[src/rtl/cr_ifu_ibuf_pop.sv]
// Instruction-buffer read side: assembles 16/32-bit instructions from the head entries
// and presents them to decode. Define CR_IFU_IBUF_RVC_EN to enable 16-bit compressed decode.
module cr_ifu_ibuf_pop #(
    parameter int ENTRY_NUM = 8,
    parameter int PTR_W     = 3
) (
    input  logic                    cpuclk,
    input  logic                    cpurst_b,
    input  logic                    ibuf_flush,
    input  logic [ENTRY_NUM-1:0]    entry_vld_bus,
    input  logic [17*ENTRY_NUM-1:0] entry_inst_bus,
    input  logic [ENTRY_NUM-1:0]    entry_acc_err_bus,
    input  logic                    id_pop_ready,
    output logic                    pop_inst_vld,
    output logic [31:0]             pop_inst,
    output logic                    pop_inst_16bit,
    output logic                    pop_acc_err,
    output logic [ENTRY_NUM-1:0]    entry_retire0_en,
    output logic [ENTRY_NUM-1:0]    entry_retire1_en,
    output logic [PTR_W-1:0]        pop_rptr,
    output logic                    pop_empty
);

`ifdef CR_IFU_IBUF_RVC_EN
    localparam logic RVC_ON = 1'b1;
`else
    localparam logic RVC_ON = 1'b0;
`endif

    logic [15:0]          ent_inst_s [ENTRY_NUM];
    logic [ENTRY_NUM-1:0] unused_bit16_s;

    logic [PTR_W-1:0]     rptr_r;
    logic                 vld_r;
    logic [31:0]          inst_r;
    logic                 inst_16_r;
    logic                 acc_err_r;

    logic [PTR_W-1:0]     sec_ptr_s;
    logic [PTR_W-1:0]     rptr_nxt_s;
    logic                 hd_vld_s;
    logic                 sd_vld_s;
    logic [15:0]          hd_inst_s;
    logic [15:0]          sd_inst_s;
    logic                 hd_err_s;
    logic                 sd_err_s;
    logic                 hd_is32_s;
    logic                 two_s;
    logic                 hd_rdy_s;
    logic                 load_s;
    logic [31:0]          nxt_inst_s;
    logic                 nxt_16_s;
    logic                 nxt_err_s;
    logic [ENTRY_NUM-1:0] retire0_s;
    logic [ENTRY_NUM-1:0] retire1_s;

    // Bit 16 of every entry is carried by the buffer but not used here.
    for (genvar gi = 0; gi < ENTRY_NUM; gi++) begin : g_unpack
        assign ent_inst_s[gi]     = entry_inst_bus[17*gi +: 16];
        assign unused_bit16_s[gi] = entry_inst_bus[17*gi+16];
    end

    // Head/second entry selection, length decode and load decision.
    always_comb begin
        sec_ptr_s = rptr_r + {{(PTR_W-1){1'b0}}, 1'b1};
        hd_vld_s  = entry_vld_bus[rptr_r];
        sd_vld_s  = entry_vld_bus[sec_ptr_s];
        hd_inst_s = ent_inst_s[rptr_r];
        sd_inst_s = ent_inst_s[sec_ptr_s];
        hd_err_s  = entry_acc_err_bus[rptr_r];
        sd_err_s  = entry_acc_err_bus[sec_ptr_s];
`ifdef CR_IFU_IBUF_RVC_EN
        hd_is32_s = (hd_inst_s[1:0] == 2'b11);
`else
        hd_is32_s = 1'b1;
`endif
        // An errored head never consumes a second halfword.
        two_s    = hd_is32_s & ~hd_err_s;
        hd_rdy_s = hd_vld_s & (~two_s | sd_vld_s);
        load_s   = cpurst_b & hd_rdy_s & (~vld_r | id_pop_ready) & ~ibuf_flush;
        if (two_s) begin
            rptr_nxt_s = rptr_r + {{(PTR_W-2){1'b0}}, 2'b10};
        end else begin
            rptr_nxt_s = sec_ptr_s;
        end
    end

    // Output-register capture values for the instruction at the head.
    always_comb begin
        nxt_inst_s = {16'h0000, hd_inst_s};
        nxt_16_s   = 1'b0;
        nxt_err_s  = 1'b0;
        if (hd_err_s) begin
            nxt_inst_s = {16'h0000, hd_inst_s};
            nxt_16_s   = RVC_ON;
            nxt_err_s  = 1'b1;
        end else if (two_s) begin
            nxt_inst_s = {sd_inst_s, hd_inst_s};
            nxt_16_s   = 1'b0;
            nxt_err_s  = sd_err_s;
        end else begin
            nxt_inst_s = {16'h0000, hd_inst_s};
            nxt_16_s   = RVC_ON;
            nxt_err_s  = 1'b0;
        end
    end

    // One-hot retire pulses, only in a load cycle.
    always_comb begin
        retire0_s = {ENTRY_NUM{1'b0}};
        retire1_s = {ENTRY_NUM{1'b0}};
        if (load_s) begin
            retire0_s[rptr_r] = 1'b1;
            if (two_s) begin
                retire1_s[sec_ptr_s] = 1'b1;
            end else begin
                retire1_s = {ENTRY_NUM{1'b0}};
            end
        end else begin
            retire0_s = {ENTRY_NUM{1'b0}};
            retire1_s = {ENTRY_NUM{1'b0}};
        end
    end

    // Head pointer and decode-facing output register; flush beats load.
    always_ff @(posedge cpuclk) begin
        if (!cpurst_b) begin
            rptr_r    <= {PTR_W{1'b0}};
            vld_r     <= 1'b0;
            inst_r    <= 32'h0000_0000;
            inst_16_r <= 1'b0;
            acc_err_r <= 1'b0;
        end else if (ibuf_flush) begin
            rptr_r <= {PTR_W{1'b0}};
            vld_r  <= 1'b0;
        end else if (load_s) begin
            rptr_r    <= rptr_nxt_s;
            vld_r     <= 1'b1;
            inst_r    <= nxt_inst_s;
            inst_16_r <= nxt_16_s;
            acc_err_r <= nxt_err_s;
        end else if (id_pop_ready) begin
            vld_r <= 1'b0;
        end
    end

    assign pop_inst_vld     = vld_r;
    assign pop_inst         = inst_r;
    assign pop_inst_16bit   = inst_16_r;
    assign pop_acc_err      = acc_err_r;
    assign pop_rptr         = rptr_r;
    assign pop_empty        = ~hd_vld_s;
    assign entry_retire0_en = retire0_s;
    assign entry_retire1_en = retire1_s;

endmodule
[config.mk]
export PLATFORM = sky130hd
export DESIGN_NAME = cr_ifu_ibuf_pop
export DESIGN_NICKNAME = d
export VERILOG_FILES = /design/src/rtl/cr_ifu_ibuf_pop.sv
export SDC_FILE = /design/constraint.sdc
export NUM_CORES = 1
export LEC_CHECK = 0
export CAP_MARGIN = 20
export CORE_ASPECT_RATIO = 0.75
export CORE_UTILIZATION = 39
export CTS_CLUSTER_SIZE = 10
export DETAILED_ROUTE_END_ITERATION = 8
export PLACE_DENSITY = 0.82
export SKIP_CTS_REPAIR_TIMING = 1
export SLEW_MARGIN = 20
export SYNTH_ARGS = -nofsm -noshare
export SYNTH_HDL_FRONTEND = slang
export SYNTH_SLANG_ARGS = --single-unit
[constraint.sdc]
create_clock -name cpuclk -period 3.85 [get_ports cpuclk]
set_input_delay 0.77 -clock cpuclk [delete_from_list [all_inputs] [get_ports cpuclk]]
set_output_delay 0.77 -clock cpuclk [all_outputs]
set_load 0.005 [all_outputs]
Word-level counts from Yosys, hierarchy flattened
Index checks and enable logic that the tools add are counted.
{ "totals": {"rom_bits": 0, "ram_bits": 0, "memories": 0, "ff_bits": 37, "inputBits": 156, "latchBits": 0, "output_inout_bits": 55} }
{ "op_classes": {"shift": 0, "n_mux": 26, "mul": 0, "addsub": 2, "n_bitwise": 12, "n_div": 0, "n_eq_ne": 0, "reduce_logical": 5, "order_cmp": 6} }
{ "ops": {"columns": ["op", "count"], "rows": [
  ["$bmux W16 S3", 2],
  ["$mux W16", 4],
  ["$mux W32", 1],
  ["$mux W8", 3],
  ["$bmux W1 S3", 4],
  ["$mux W1", 9],
  ["$ge A4 B4 Y1 const B", 2],
  ["$lt A3 B4 Y1 const B", 2],
  ["$not A3 Y4", 2],
  ["$demux W1 S3", 2],
  ["$ge A3 B1 Y1 const B", 2],
  ["$and A1 B1 Y1", 4],
  ["$not A1 Y1", 4],
  ["$add A3 B1 Y3 const B", 1],
  ["$add A3 B2 Y3 const B", 1],
  ["$mux W3", 1],
  ["$logic_and A1 B1 Y1", 2],
  ["$or A1 B1 Y1", 2],
  ["$reduce_and A2 Y1", 1],
  ["$reduce_bool A2 Y1", 1],
  ["$reduce_or A2 Y1", 1]
]} }

Depth between registers and ports, before layout
{ "depth": {"ltp_word": 9, "mapped_depth": 8} }

Worst setup path before layout
OpenSTA, ideal clock, no wires.
{ "synth_timing": {"path_type": "reg-to-output", "startpoint": "reg rptr_r[1] (netlist: pop_rptr[1])", "endpoint": "out entry_retire1_en[1]", "path_slack_ns": 0.744, "arrival_ns": 2.336, "required_time_ns": 3.080, "path_stages_with_launch": 9, "path_cell_list": "dfxtp_1 ha_1 buf_2 buf_2 mux2_2 mux4_2 nand3b_1 clkbuf_1 nor4_1"} }
{ "synth_between": {"elab_chain_len": 9, "elab_cells_between_ends": 19} }
{ "synth_lines": {"columns": ["item", "line_no", "rtl"], "rows": [
  ["from (decl)", "33", "logic [PTR_W-1:0] rptr_r;"],
  ["from (signal assigned)", "128", "rptr_r <= {PTR_W{1'b0}};"],
  ["from (signal assigned)", "134", "rptr_r <= {PTR_W{1'b0}};"],
  ["from (signal assigned)", "137", "rptr_r <= rptr_nxt_s;"],
  ["$add A3 B1 Y3", "65", "sec_ptr_s = rptr_r + {{(PTR_W-1){1'b0}}, 1'b1};"],
  ["$bmux W1 S3", "67", "sd_vld_s = entry_vld_bus[sec_ptr_s];"],
  ["$mux W1 (not written as such)", "67", null],
  ["$or A1 B1 Y1", "79", "hd_rdy_s = hd_vld_s & (~two_s | sd_vld_s);"],
  ["$and A1 B1 Y1", "79", null],
  ["$and A1 B1 Y1 (3 in a row)", "80", "load_s = cpurst_b & hd_rdy_s & (~vld_r | id_pop_ready) & ~ibuf_flush;"],
  ["$mux W8 (*)", "112", "if (load_s) begin"],
  ["to (decl)", "19", "output logic [ENTRY_NUM-1:0] entry_retire1_en,"]
]} }
Mark *: on every way between the ends. The rest lies on a longest branch, timed or not. The select of a mux whose other input is x is not followed.

Worst setup path in the final report
{ "layout_timing": {"startpoint": "in entry_acc_err_bus[3]", "endpoint": "out entry_retire0_en[1]"} }
{ "layout_between": {"elab_chain_len": 8} }
{ "layout_lines": {"columns": ["item", "line_no", "rtl"], "rows": [
  ["from (decl)", "12", "input logic [ENTRY_NUM-1:0] entry_acc_err_bus,"],
  ["$bmux W1 S3", "70", "hd_err_s = entry_acc_err_bus[rptr_r];"],
  ["$mux W1 (not written as such)", "70", null],
  ["$or A1 B1 Y1", "79", null],
  ["$and A1 B1 Y1", "79", null],
  ["$and A1 B1 Y1 (3 in a row)", "80", null],
  ["$mux W8", "112", null],
  ["to (decl)", "18", "output logic [ENTRY_NUM-1:0] entry_retire0_en,"]
]} }
Every way passes these cells. The select of a mux whose other input is x is not followed.

==> results.py <==
metrics = {
    "route": {
        "drtPass1Iterations": 4,
        "drt_wl_total_mm": 12.5,
        "drc": 0,
        "via_per_inst": 5.65,
        "highest_layer": "met4",
        "post_drt_wl_per_cell_microns": 19.0,
        "dr_wl_met3_microns": 904,
        "met2_length_mm": 6.30,
        "first_iter_violations": 144,
        "vias": 3721,
        "routedLengthMet1_mm": 5.21,
        "antenna_left": 0,
    },
    "logic_synthesis": {
        "synth-edff-count": 0,
        "syn_nets": 489,
        "ys_top_cells_by_count": "mux4_2 (70), nand2_1 (50), dfxtp_1 (37)",
        "synth_cells": 328,
        "synth_top_family_by_area": "multiplexers",
        "synth_compound_area_frac": 0.0939,
        "yosys.area_share.simple": 0.120,
        "synth_fa_ha_area_frac": 0.0169,
        "synthXorXnorAreaFrac": 0.00709,
        "yosysMostFrequentCell": "mux4_2",
        "muxShareOfSynthArea": 0.509,
        "synth.area.top_cells": "mux4_2 (43%), dfxtp_1 (20%), mux2i_1 (6.5%)",
        "synth_top_area_frac": 0.426,
        "synth_seq_area_share": 0.200,
        "ys_seq_elements": 37,
        "ys_types": 32,
        "synthArstFlopShare": 0,
        "synthFlopType": "dfxtp_1",
        "netlist_area_sq_um": 3700,
        "synth_largest_area_cell": "mux4_2",
        "avgSynthCellArea_sq_um": 11.3,
        "yosysWarnings": 0,
    },
    "critical_path": {
        "critPathKind": "in2out",
        "cp_max_fo": 3,
        "worstPathRequired_ps": 3080,
        "cp.arrival_ps": 2990,
        "critPathLaunchType": "input pin",
        "cp-end-kind": "primary output",
    },
    "place": {
        "dp_slack_ps": -112,
        "hpwl_mm": 9.60,
        "io_buffers": 201,
        "gp_congestion": 0.855,
    },
    "timing": {
        "fin_worst_skew_ps": 8.43,
        "period_minus_slack_ps": 3760,
        "maxSlewHeadroom": 0.528,
        "rsz0062_at_grt": "false",
        "fmax_mhz": 266,
        "slew_violations": 0,
        "finalHoldViolCount": 0,
        "finalWorstSetupSlack_ps": 93.3,
        "finalHoldWorstSlack_ps": 472,
        "setup_viol_count_final": 0,
        "fin_crit_sh": 0.976,
        "tightest_slew_ps": 708,
    },
    "floorplan": {
        "start_util": 0.406,
        "rows": 30,
        "coreArea_sq_um": 9120,
        "die_y_microns": 86.4,
        "dieWidth_microns": 115,
        "design.portCount": 211,
        "dieArea_sq_um": 9900,
    },
    "run_status": {
        "status": "finished clean",
    },
    "clock_tree": {
        "clk_path_buf_depth": 2,
        "numCtsBuffers": 5,
        "clk_pin_slew_ps": 60,
        "cts.sinks": 37,
        "root_buffer": "clkbuf_16",
        "tritoncts": "built",
        "clk_latency_ps": 280,
        "cts_htree_levels": 2,
    },
    "finish": {
        "fin_nets": 691,
        "fill_cells": 690,
        "num_antenna_cells": 0,
        "drive_above_1_share": 0.239,
        "synthToLayoutAreaGrowth_pct": 67.3,
    },
    "grt": {
        "grt.overflow.total": 0,
        "grt_pass1_wl_mm": 19.0,
        "track_usage": 0.251,
        "antenna_found_initial": 0,
        "grt_pass1_vias": 3710,
        "grt_max_degree": 41,
    },
    "worst_hold_path": {
        "min-delay-path-class": "reg2reg",
    },
    "power": {
        "leakage_nw": 2.67,
        "peakVddDrop_v": 0.000294,
        "power_density_nw_per_um2": 216,
    },
    "run": {
        "cap_violations": 0,
    },
}
## registers in the layout, indices dropped and copies added, names as in the netlist
| register | cells |
|---|---|
| pop_inst | 32 |
| pop_acc_err | 1 |
| pop_inst_vld | 1 |
| pop_rptr | 3 |
## metal layers
metal / GRT usage / vias up
li1: - / 1723
met1: 0.311 / 1828
met2: 0.454 / 160
met3: 0.0545 / 10
met4: 0.0484 / 0
met5: 0 / -
## power breakdown
group	switching (W)	internal, W	leakage [nW]
clock network	0.000156	0.000281	0.0792
registers	0.0000125	0.000402	0.302
logic	0.000172	0.000317	2.29
## stage by stage
step	area [sq um]	util	TNS, ps	total power, W	cells
2_1_floorplan	3700	-	0	0.000640	328
5_1_grt	6200	0.680	0	0.00141	659
3_5_place_dp	5900	0.647	-1110	0.000904	642
3_3_place_gp	5900	0.647	-615	0.000890	642
4_1_cts	6070	0.665	-1360	0.00134	650
6_report	6200	0.680	0	0.00134	659
## worst paths after layout
check                             from                   to  slack [ps]  cells past startpoint
hold / removal            pop_inst[19]         pop_inst[19]         470                      2
setup / recovery  entry_acc_err_bus[3]  entry_retire0_en[1]          90                      9
setup reg to reg           pop_rptr[0]          pop_inst[4]         790                     11
hold reg to reg           pop_inst[19]         pop_inst[19]         470                      2
## cell type report
cell class	count	area (sq um)	share of cell area
timing repair buffer	234	2300	0.372
clock inverter	1	8.76	0.00141
sequential	37	746	0.120
clock buffer	7	154	0.0248
tap	128	160	0.0258
multi-input combinational	247	2810	0.453
inverter	5	18.8	0.00303
## cell usage in the layout, fill, tap and decap left out, types with 2 or more instances in the layout
master	synthesis	layout
a21o_1	2	2
xnor2_1	2	2
inv_1	4	4
nand3_1	17	17
nor2_1	6	6
clkbuf_16	0	6
nand2_1	50	50
nor4_2	0	2
mux2i_1	24	24
nand2b_1	3	3
buf_4	3	31
dfxtp_1	37	35
clkdlybuf4s50_1	0	184
and3_1	8	8
nor4_1	7	5
mux2_2	6	6
ha_1	5	4
o211a_1	16	16
dlymetal6s2s_1	0	17
o22ai_1	17	17
o31ai_1	2	2
mux4_2	70	70
or2_2	2	2
## critical path: stages
cell	delay, ps
clkdlybuf4s50_1	490
mux2i_1	80
mux4_2	530
a2111oi_4	450
buf_4	180
buf_2	110
buf_4	110
and3_1	130
dlymetal6s2s_1	120
## cells by family (layout without fill, tap and decap cells)
logic type	after synthesis	in the layout
muxes	100	100
and+or+nand+nor	97	97
buffers and inverters	44	247
AOI/OAI and AO/OA	41	41
DFF	37	37
adders and majority gates	5	5
xor gates and xnor gates	3	3
other	1	1
Power figures use the tool's default switching activity.
